`config.mk`:
```
export PLATFORM = sky130hd
export DESIGN_NAME = rk_uart_tx
export DESIGN_NICKNAME = d
export VERILOG_FILES = /design/src/rtl/rk_uart_pkg.sv /design/src/rtl/rk_baud_tick.sv /design/src/rtl/rk_uart_tx.sv
export SDC_FILE = /design/constraint.sdc
export NUM_CORES = 1
export LEC_CHECK = 0
export CAP_MARGIN = 20
export CORE_UTILIZATION = 50
export CTS_BUF_LIST = sky130_fd_sc_hd__clkbuf_4
export DETAILED_ROUTE_END_ITERATION = 16
export PLACE_DENSITY_LB_ADDON = 0.12
export SETUP_SLACK_MARGIN = 0.05
export SYNTH_ARGS = -nofsm -noshare
export SYNTH_HDL_FRONTEND = slang
export SYNTH_SLANG_ARGS = --single-unit
```
`constraint.sdc`:
```
create_clock -name clk -period 6.6 [get_ports clk]
set_clock_uncertainty 0.1 [all_clocks]
set_input_delay 1.65 -clock clk [delete_from_list [all_inputs] [get_ports clk]]
set_output_delay 1.65 -clock clk [all_outputs]
set_load 0.1 [all_outputs]
```
`src/rtl/rk_uart_pkg.sv`:
```
// Shared types and constants for the rk_uart_tx serial transmitter.
// RK_UART_PARITY_EN adds an even-parity bit and the PARITY state.
package rk_uart_pkg;

    localparam int CLKS_PER_BIT_DEF = 87;
    localparam int FRAME_BITS_NO_PAR = 10;
    localparam int FRAME_BITS_PAR = 11;

`ifdef RK_UART_PARITY_EN
    localparam int FRAME_BITS = FRAME_BITS_PAR;

    typedef enum logic [2:0] {
        S_IDLE   = 3'd0,
        S_START  = 3'd1,
        S_DATA   = 3'd2,
        S_PARITY = 3'd3,
        S_STOP   = 3'd4
    } uart_state_t;
`else
    localparam int FRAME_BITS = FRAME_BITS_NO_PAR;

    typedef enum logic [2:0] {
        S_IDLE  = 3'd0,
        S_START = 3'd1,
        S_DATA  = 3'd2,
        S_STOP  = 3'd4
    } uart_state_t;
`endif

endpackage

```
`src/rtl/rk_baud_tick.sv`:
```
// Reloadable 16-bit down-counter; tick_o marks the last cycle of a serial bit.
// Holds at zero once it expires so an idle transmitter keeps a stable count.
module rk_baud_tick #(
    parameter int CLKS_PER_BIT = 87
) (
    input  logic clk_i,
    input  logic rst_i,
    input  logic reload_i,
    input  logic en_i,
    output logic tick_o
);

    logic [15:0] cnt_q, cnt_d;

    always_comb begin
        cnt_d = cnt_q;
        if (reload_i) begin
            cnt_d = 16'(CLKS_PER_BIT - 1);
        end else if (en_i && (cnt_q != 16'd0)) begin
            cnt_d = cnt_q - 16'd1;
        end
    end

    always_ff @(posedge clk_i) begin
        if (rst_i) begin
            cnt_q <= 16'd0;
        end else begin
            cnt_q <= cnt_d;
        end
    end

    assign tick_o = (cnt_q == 16'd0);

endmodule

```
`src/rtl/rk_uart_tx.sv`:
```
// 8N1 UART transmitter with valid/ready byte input and a registered serial line.
// Define RK_UART_PARITY_EN to append an even-parity bit (8E1 framing).
module rk_uart_tx
    import rk_uart_pkg::*;
#(
    parameter int CLKS_PER_BIT = CLKS_PER_BIT_DEF
) (
    input  logic       clk,
    input  logic       rst,
    input  logic [7:0] tx_data,
    input  logic       tx_valid,
    output logic       tx_ready,
    output logic       tx_out,
    output logic       busy
);

    uart_state_t state_q, state_d;
    logic [7:0]  shift_q, shift_d;
    logic [2:0]  bit_idx_q, bit_idx_d;
    logic        tx_q, tx_d;
    logic        reload;
    logic        bit_end;
`ifdef RK_UART_PARITY_EN
    logic        parity_q, parity_d;
`endif

    rk_baud_tick #(
        .CLKS_PER_BIT(CLKS_PER_BIT)
    ) u_baud_tick (
        .clk_i   (clk),
        .rst_i   (rst),
        .reload_i(reload),
        .en_i    (busy),
        .tick_o  (bit_end)
    );

    always_comb begin
        state_d   = state_q;
        shift_d   = shift_q;
        bit_idx_d = bit_idx_q;
        tx_d      = tx_q;
        reload    = 1'b0;
`ifdef RK_UART_PARITY_EN
        parity_d  = parity_q;
`endif
        case (state_q)
            S_IDLE: begin
                tx_d = 1'b1;
                if (tx_valid) begin
                    shift_d   = tx_data;
                    bit_idx_d = 3'd0;
                    tx_d      = 1'b0;
                    reload    = 1'b1;
                    state_d   = S_START;
`ifdef RK_UART_PARITY_EN
                    parity_d  = ^tx_data;
`endif
                end
            end
            S_START: begin
                if (bit_end) begin
                    tx_d    = shift_q[0];
                    reload  = 1'b1;
                    state_d = S_DATA;
                end
            end
            S_DATA: begin
                if (bit_end) begin
                    reload    = 1'b1;
                    // Increment wraps 7 -> 0 on the final data bit.
                    bit_idx_d = bit_idx_q + 3'd1;
                    if (bit_idx_q == 3'd7) begin
`ifdef RK_UART_PARITY_EN
                        tx_d    = parity_q;
                        state_d = S_PARITY;
`else
                        tx_d    = 1'b1;
                        state_d = S_STOP;
`endif
                    end else begin
                        shift_d = {1'b0, shift_q[7:1]};
                        tx_d    = shift_q[1];
                    end
                end
            end
`ifdef RK_UART_PARITY_EN
            S_PARITY: begin
                if (bit_end) begin
                    tx_d    = 1'b1;
                    reload  = 1'b1;
                    state_d = S_STOP;
                end
            end
`endif
            S_STOP: begin
                tx_d = 1'b1;
                if (bit_end) begin
                    state_d = S_IDLE;
                end
            end
            default: begin
                tx_d    = 1'b1;
                state_d = S_IDLE;
            end
        endcase
    end

    always_ff @(posedge clk) begin
        if (rst) begin
            state_q   <= S_IDLE;
            shift_q   <= 8'h00;
            bit_idx_q <= 3'd0;
            tx_q      <= 1'b1;
`ifdef RK_UART_PARITY_EN
            parity_q  <= 1'b0;
`endif
        end else begin
            state_q   <= state_d;
            shift_q   <= shift_d;
            bit_idx_q <= bit_idx_d;
            tx_q      <= tx_d;
`ifdef RK_UART_PARITY_EN
            parity_q  <= parity_d;
`endif
        end
    end

    assign tx_ready = (state_q == S_IDLE);
    assign busy     = (state_q != S_IDLE);
    assign tx_out   = tx_q;

endmodule

```
==> metrics, run 1 <==
status=completed; Setup CP Type=flop to output pin; gpl congestion=0.8078; Post-Layout Cell Count=255; DRT Pass-1 Iters=4; total power=0.9604 mW; layout cell share with drive strength beyond 1=0.07583; Setup crit start kind=flop; HPWL after DPL=around 2.5 mm; initial antenna violation count=0; Most used DFF post-synth=dfxtp_1; Hold-fix buffers, CTS=0; WL final=3.390 mm; maximum VDD drop=approximately 0.00034 V; ys async rst share=0; die height=59.15 um; cell taking the most area after synthesis=dfxtp_1; ANT nets after route=0; Vias=1463; H-tree levels=2; worst-path maximum fanout=14; Skew-Pair Late Insertion Delay=0.33 ns; Hold Crit Class=flop to flop; Tmin final=4.383 ns; Gate Count Post-Synth=201; n_diodes=0; largest net degree at the start of global routing=20; Syn Area/Cell=around 8.1 um2; post-synthesis cell type count=43; vias per cell=5.737; Placeable Area=slightly above 3000 um2; CTS tree=yes; GR Util All Layers=0.2239; Initial Utilization=0.5305; Port Buf Inserts=13; Crit. End Element=output pin; static leakage=0.7092 nW; die extent in x=59.15 um; fin nets=226; die area=3498 um2; synthesis warning total=0; Placed Area=1772 um2; Max Freq=228.1 MHz; Final Hold Vio Count=0; Seq/Total Area, Yosys=0.3801; Power Dens Cells=528.6 nW/um2; top cells by area, synth=dfxtp_1 38%, nor2_1 9.2%, xnor2_1 3.8%, a21oi_1 3.7%, nor3_1 3.7%; unrepaired setup endpoints after global routing=no; placed cells=approximately 250; Slew @ Worst Pin=about 0.97 ns; multi-input logic area=947.2 um2; Data arrival, critical path=2.63 ns; number of flops mapped to enable cells by yosys=0; vias in the first global route=about 1400; CTS Root Cell=clkbuf_4; wire per inst=approximately 13 um; Num CTS Buffers=5; Slew headroom=0.3534; drt first-iter violations=76; setup bufs post-CTS=0; top post-synthesis cells by count=40 x nor2_1, 31 x dfxtp_1, 12 x a21oi_1, 12 x nor3_1, 10 x nand2_1; top-area cell type share of the netlist area=0.3801; max_cap viols=0; CTS Buffer Depth=2; cts repair resizes=0; Synth Register Bits=31; Ports=14; Setup Viol. Count Final=0; first-pass GRT wire length=between 5 and 6 mm; FP Rows=20; Slew Viols, Final=0; crit share post-route=0.6641; Storage cell area=~620 um2; synthesized cell area=1633 um2; most common cell in the netlist=nor2_1; post-route cell area=1817 um2; area grow syn2layout=11.26%; # DRC=0; Reg clk slew, reported paths=0.09 ns; Setup TNS Final=0 ns; Crit path required time=slightly below 5 ns; fillcell total=a little over 300; Syn Nets=roughly 220; gr ovfl total=0; clock sink count=31
## worst max-delay path: stages (launching register included)
cell and delay, ns:
dfxtp_1 0.46, or3_1 0.56, inv_2 0.15, clkdlybuf4s50_1 1.14
## power by group
| part | internal, mW | switching, mW |
|---|---|---|
| combinational | 0.206 | 0.349 |
| sequential | 0.241 | 0.0645 |
| clock | 0.0419 | 0.0582 |
## per-layer routing
layer	track usage	vias up	routed length [um]
met5	0	-	0
met4	0.1020	0	90
met3	0.06769	9	182
met2	0.3880	48	1684
met1	0.2514	674	1432
li1	-	732	-
## cell type report
| class | count | share of cell area |
|---|---|---|
| Sequential cell | 31 | 0.3416 |
| Tap cell | 44 | 0.03030 |
| Timing Repair Buffer | 14 | 0.07576 |
| Clock buffer | 6 | 0.02479 |
| Inverter | 3 | 0.006198 |
| Multi-Input combinational cell | 157 | 0.5214 |
## state kept, by name (all words and copies together), names as in the netlist
| name | flops |
|---|---|
| bit_idx_q | 3 |
| shift_q | 8 |
| u_baud_tick.cnt_q | 16 |
| tx_out | 1 |
| state_q | 3 |
## placed cells by master, fill, tap and decap left out, drive strengths merged, types with 5 or more instances in the layout
cell and instances:
nand4 6, o21bai 7, xnor2 7, a211oi 7, nor4 5, dfxtp 31, a21oi 12, nor2 40
nand2 10, nor3 12, xor2 5, clkdlybuf4s50 13, clkbuf 6
## through the flow
| stage | hold slack (ns) | worst slack (ns) | utilization |
|---|---|---|---|
| global route | 0.4291 | 2.134 | 0.5902 |
| floorplan | 0.3501 | 3.350 | - |
| global placement | 0.3619 | 2.621 | 0.5756 |
| detailed placement | 0.3795 | 2.577 | 0.5756 |
| CTS | 0.4014 | 2.209 | 0.5902 |
| finish | 0.3862 | 2.217 | 0.5902 |
## path summary, 6_finish.rpt
kind | from | to | slack, ns | cells after the start
worst min register to register | tx_out | tx_out | 0.39 | 2
worst max-delay path | state_q[0] | tx_ready | 2.22 | 3
worst min-delay path | tx_out | tx_out | 0.39 | 2
worst max register to register | state_q[0] | u_baud_tick.cnt_q[12] | 4.08 | 6
## cell families (layout without fill, tap and decap cells)
kind of cell,after synthesis,in the layout,share of synthesized area
AO/OA/AOI/OAI,36,36,0.1494
XOR/XNOR,12,12,0.06437
adder cells (fa/ha/maj),3,3,0.02299
buffers and inverters,13,23,0.03985
flip-flops,31,31,0.3801
multiplexers,3,3,0.01839
AND/OR/NAND/NOR,103,103,0.3249
(Power assumes the default switching activity.)
==> inputs of run 2 (changes only) <==
Clock period 6.6 ns to 3.5 ns, I/O delays scaled along.
==> run 2 against run 1 <==
Core utilization grew 0.41 points. Via count grew 1.2%. Global-route usage grew 0.50 points. Power grew 91%. Register-to-register slack lost 3.1 ns.
==> metrics, run 2 (synthesis results as in run 1) <==
status=completed; H-tree levels=2 (unchanged); area grow syn2layout=12.03%; Skew-Pair Late Insertion Delay=0.33 ns (about the same); initial antenna violation count=0 (unchanged); Vias=1480 (+1.2%); Placed Area=1772 um2 (unchanged); gpl congestion=0.8115 (+0.46%); WL final=3.449 mm (+1.7%); clock sink count=31 (unchanged); Hold Crit Class=flop to flop; wire per inst=13.37 um (+0.56%); vias in the first global route=1422 (+3.7%); Core Util, Final=0.5943 (+0.004065); CTS Root Cell=clkbuf_4; Reg with most FFs=u_baud_tick.cnt_q; Tmin final=2.806 ns; GR Util All Layers=0.2289 (+0.005028); CTS tree=yes; worst-path maximum fanout=14 (unchanged); hold wc startpoint=shift_q[7]; Worst Hold Path EP=shift_q[7]; layout cell share with drive strength beyond 1=0.1028 (+0.02697); Setup TNS Final=0 ns (unchanged); n_diodes=0 (unchanged); worst hold path depth=2 (unchanged); Crit. End Element=output pin; Port Buf Inserts=13 (unchanged); die area=3498 um2 (unchanged); CTS Buffer Depth=2 (unchanged); Max Freq=356.4 MHz; Reg2Reg Depth=7 (+1); worst reg2reg path startpoint=u_baud_tick.cnt_q[0]; HPWL after DPL=2.543 mm (+1.2%); worst r2r dst=u_baud_tick.cnt_q[13]; die extent in x=59.15 um (unchanged); Placement Setup Slack=0.7684 ns (-1.808 ns); DRT Pass-1 Iters=4 (unchanged); Num CTS Buffers=5 (unchanged); Setup crit start kind=flop; first-pass GRT wire length=5.982 mm (+2.4%); R2R setup slack=1.02 ns (-3.06 ns); Largest regs=u_baud_tick.cnt_q x16, shift_q x8; static leakage=0.7245 nW (+2.2%); sw frac=0.4930 (+0.002101); Bufs and invs on worst path=2 (unchanged); Initial Utilization=0.5305 (unchanged); drt first-iter violations=90 (+18%); Hold-fix buffers, CTS=0 (unchanged); crit share post-route=0.8017; fillcell total=304 (-0.65%); post-route cell area=1829 um2 (+0.69%); gr ovfl total=0 (unchanged); vias per cell=5.736 (about the same); max_cap viols=0 (unchanged); Slew headroom=0.6330 (+0.2797); critical-path cell list=or3_1, inv_2, buf_4; Clock power frac=0.117 (+0.013); Largest register FFs=16 (unchanged); most frequent cells in the layout=40 x nor2_1, 31 x dfxtp_1, 12 x a21oi_1, 12 x nor3_1; FP Rows=20 (unchanged); maximum VDD drop=0.0006260 V (+82%); Crit path required time=2.52 ns (-2.33 ns); register share of total power=0.316 (-0.002); unrepaired setup endpoints after global routing=no; Slew @ Worst Pin=0.5488 ns (-0.4181 ns); largest stage delay on the critical path=0.57 ns (-0.57 ns); largest net degree at the start of global routing=15 (-25%); post-route setup slack=0.6939 ns (-1.523 ns); ANT nets after route=0 (unchanged); Final Hold Vio Count=0 (unchanged); Data arrival, critical path=1.83 ns (-0.80 ns); Psw=0.9041 mW (+92%); cts repair resizes=0 (unchanged); Power Dens Cells=1002 nW/um2 (+90%); most common cell after layout, fill and taps aside=nor2_1; CP max stage cell=or3_1; Internal=0.9296 mW (+90%); Setup Viol. Count Final=0 (unchanged); total power=1.834 mW (+91%); delay-heaviest family, CP=simple AND/OR/NAND/NOR gates; die height=59.15 um (unchanged); Comb power frac=0.567 (-0.010); Ports=14 (unchanged); setup bufs post-CTS=0 (unchanged); Placeable Area=3078 um2 (unchanged); Slew Viols, Final=0 (unchanged); # DRC=0 (unchanged); fin nets=227 (+0.44%); Setup CP Type=flop to output pin; Reg clk slew, reported paths=0.09 ns (about the same)
## run 2: cell count changes in the layout (fill, tap and decap cells not counted), sizes merged
cell | previous run | this run
clkdlybuf4s50 | 13 | 10
buf | 1 | 5
clkinv | 0 | 1
clkbuf | 6 | 7
## run 2: worst register-to-register path, cell delays in order (launching register included)
cell and delay [ns]:
dfxtp_1 0.34, inv_1 0.06, ha_1 0.23, or4b_2 0.59, nor4_1 0.32, a21oi_1 0.22
nand2b_1 0.38, nor2_1 0.11
## run 2: power groups by stage
stage	Sequential [mW]	Combinational, mW	Clock [mW]
2_1_floorplan	0.563	0.859	0
3_3_place_gp	0.577	1.02	0
3_5_place_dp	0.585	1.04	0
4_1_cts	0.577	1.04	0.223
5_1_grt	0.599	1.15	0.242
6_report	0.580	1.04	0.214
## run 2: metal layers
metal | GRT usage | vias to the layer above | share of wire
met2 | 0.4058 | 30 | 0.48
met4 | 0.1122 | 0 | 0.020
met1 | 0.2554 | 701 | 0.46
li1 | - | 741 | -
met3 | 0.05459 | 8 | 0.034
met5 | 0 | - | 0
## run 2: per-stage QoR
step	hold slack, ns	instances
after detailed placement	0.3806	250
after CTS	0.3950	258
final	0.3866	258
after global placement	0.3625	250
after global routing	0.4136	258
after floorplan	0.3501	201
## run 2: worst max-delay path by stage
stage | from | to | slack, ns | cells past startpoint
after floorplan | state_q[2] | u_baud_tick.cnt_q[0] | 0.91 | 10
after global placement | tx_valid | u_baud_tick.cnt_q[12] | 0.87 | 5
after detailed placement | tx_valid | u_baud_tick.cnt_q[12] | 0.77 | 5
after CTS | state_q[0] | tx_ready | 0.69 | 3
after global routing | state_q[0] | tx_ready | 0.59 | 3
final | state_q[0] | tx_ready | 0.69 | 3
## run 2: cell type report
cell class,count,area (um2),share of cell area
clock inverters,1,5.005,0.002736
flip-flops and latches,31,620.6,0.3393
inverters,3,11.26,0.006156
clock buffers,7,52.55,0.02873
well taps,44,55.05,0.03010
multi-input cells,157,947.2,0.5178
repair buffers,15,137.6,0.07524
==> inputs of run 3 (changes only) <==
Clock period 3.5 ns to 2.6 ns, I/O delays scaled along.
==> run 3 against run 2 <==
Die area unchanged. Sequential share of layout area decreased by 0.90 points. Worst hold slack improved by 0.024 ns. Flip-flop and latch count unchanged. First-iteration DRC count decreased by 21%. Core utilization increased by 1.6 points. Non-clock buffer count increased by 4. Global-route usage increased by 1.6 points. Register-to-register slack got worse by 0.76 ns. Critical endpoint is now busy. Largest cell class unchanged. Via count decreased by 0.47%. Power increased by 41%. Clock power increased by 29%.
==> metrics, run 3 (synthesis results as in run 1) <==
Placed Area=1827 um2 (+3.1%); maximum VDD drop=0.0005515 V (-12%); die height=59.15 um (unchanged); Psw=1.257 mW (+39%); Vias=1473 (-0.47%); Setup TNS Final=0 ns (unchanged); Largest register FFs=16 (unchanged); R2R setup slack=0.26 ns (-0.76 ns); Reg with most FFs=u_baud_tick.cnt_q; first-pass GRT wire length=6.320 mm (+5.7%); die extent in x=59.15 um (unchanged); crit share post-route=0.9028; largest net degree at the start of global routing=15 (unchanged); Internal=1.325 mW (+43%); Setup crit start kind=flop; Power Dens Cells=1374 nW/um2 (+37%); Slew @ Worst Pin=0.4641 ns (-0.08469 ns); status=completed; Slew headroom=0.6882 (+0.05517); Worst Hold Path EP=shift_q[5]; Num CTS Buffers=5 (unchanged); gpl congestion=0.8591 (+5.9%); unrepaired setup endpoints after global routing=no; FP Rows=20 (unchanged); CTS Buffer Depth=2 (unchanged); Setup CP Type=flop to output pin; Comb power frac=0.592 (+0.025); GR Util All Layers=0.2454 (+0.01650); die area=3498 um2 (unchanged); Data arrival, critical path=1.60 ns (-0.23 ns); WL final=3.567 mm (+3.4%); max_cap viols=0 (unchanged); sw frac=0.4868 (-0.006272); # DRC=0 (unchanged); cts repair resizes=0 (unchanged); worst-path maximum fanout=14 (unchanged); gr ovfl total=0 (unchanged); Reg2Reg Depth=7 (unchanged); setup bufs post-CTS=0 (unchanged); DRT Pass-1 Iters=4 (unchanged); total power=2.582 mW (+41%); Setup Viol. Count Final=0 (unchanged); vias in the first global route=1443 (+1.5%); Crit path required time=1.85 ns (-0.67 ns); Max Freq=roughly 430 MHz; CTS Root Cell=clkbuf_4; Hold Crit Class=flop to flop; Skew-Pair Late Insertion Delay=0.34 ns (about the same); post-route setup slack=0.2528 ns (-0.4412 ns); Ports=14 (unchanged); Placeable Area=3078 um2 (unchanged); initial antenna violation count=0 (unchanged); layout cell share with drive strength beyond 1=0.1193 (+0.01646); n_diodes=0 (unchanged); vias per cell=5.622 (-2.0%); post-route cell area=1879 um2 (+2.7%); static leakage=0.7511 nW (+3.7%); hold wc startpoint=shift_q[6]; Tmin final=approximately 2.3 ns; most common cell after layout, fill and taps aside=nor2_1; Port Buf Inserts=13 (unchanged); Crit. End Element=output pin; drt first-iter violations=71 (-21%); fillcell total=291 (-4.3%); Reg clk slew, reported paths=0.11 ns (+0.02 ns); register share of total power=0.302 (-0.014); CTS tree=yes; Hold-fix buffers, CTS=0 (unchanged); worst reg2reg path startpoint=u_baud_tick.cnt_q[0]; Final Hold Vio Count=0 (unchanged); clock sink count=31 (unchanged); wire per inst=13.61 um (+1.8%); Initial Utilization=0.5305 (unchanged); worst hold path depth=2 (unchanged); most frequent cells in the layout=40 x nor2_1, 31 x dfxtp_1, 12 x a21oi_1, 12 x nor3_1; fin nets=231 (+1.8%); H-tree levels=2 (unchanged); Slew Viols, Final=0 (unchanged); Clock power frac=0.106 (-0.011); ANT nets after route=0 (unchanged); HPWL after DPL=2.695 mm (+5.9%); area grow syn2layout=15.10%; Placement Setup Slack=0.2800 ns (-0.4884 ns); worst r2r dst=u_baud_tick.cnt_q[10]; Largest regs=u_baud_tick.cnt_q x16, shift_q x8
[run 3: changes by cell type in the layout (fill, tap and decap cells not counted), sizes merged]
cell    previous run  this run
buf                5         9
clkbuf             7         5
clkinv             1         3
[run 3: area by class of cell]
cell class | instances | area (um2) | area share
clock buffers | 5 | 37.54 | 0.01997
multi-input cells | 157 | 947.2 | 0.5040
clock inverters | 3 | 15.01 | 0.007989
well taps | 44 | 55.05 | 0.02929
flip-flops and latches | 31 | 620.6 | 0.3302
inverters | 3 | 11.26 | 0.005992
repair buffers | 19 | 192.7 | 0.1025
[run 3: power groups by stage]
stage	clock network (mW)	registers [mW]	logic (mW)
final	0.275	0.779	1.53
after global routing	0.310	0.800	1.66
after CTS	0.286	0.778	1.53
after detailed placement	0	0.788	1.52
after global placement	0	0.777	1.49
after floorplan	0	0.758	1.16
[run 3: metrics by stage]
| step | hold WS (ns) | std cells | utilization |
|---|---|---|---|
| floorplan | 0.3501 | 201 | - |
| global placement | 0.3801 | 254 | 0.5935 |
| detailed placement | 0.3966 | 254 | 0.5935 |
| CTS | 0.4149 | 262 | 0.6106 |
| global route | 0.4330 | 262 | 0.6106 |
| finish | 0.4104 | 262 | 0.6106 |
[run 3: metal layers]
layer | part of all wire | vias to the layer above | GRT usage
met5 | 0 | - | 0
li1 | - | 749 | -
met1 | 0.47 | 694 | 0.2985
met2 | 0.46 | 24 | 0.4010
met3 | 0.042 | 6 | 0.07424
met4 | 0.019 | 0 | 0.1054
[run 3: worst max path at each step]
stage | from | to | slack [ns] | cells after the start
floorplan | state_q[2] | u_baud_tick.cnt_q[0] | 0.20 | 10
global placement | u_baud_tick.cnt_q[5] | shift_q[7] | 0.39 | 5
detailed placement | u_baud_tick.cnt_q[0] | u_baud_tick.cnt_q[10] | 0.28 | 7
CTS | state_q[0] | busy | 0.23 | 3
global route | u_baud_tick.cnt_q[0] | u_baud_tick.cnt_q[10] | 0.09 | 7
finish | state_q[0] | busy | 0.25 | 3
[run 3: critical path: stages (launching register included)]
cell and delay, ns:
dfxtp_1 0.46, or3_1 0.44, buf_4 0.19, buf_12 0.17
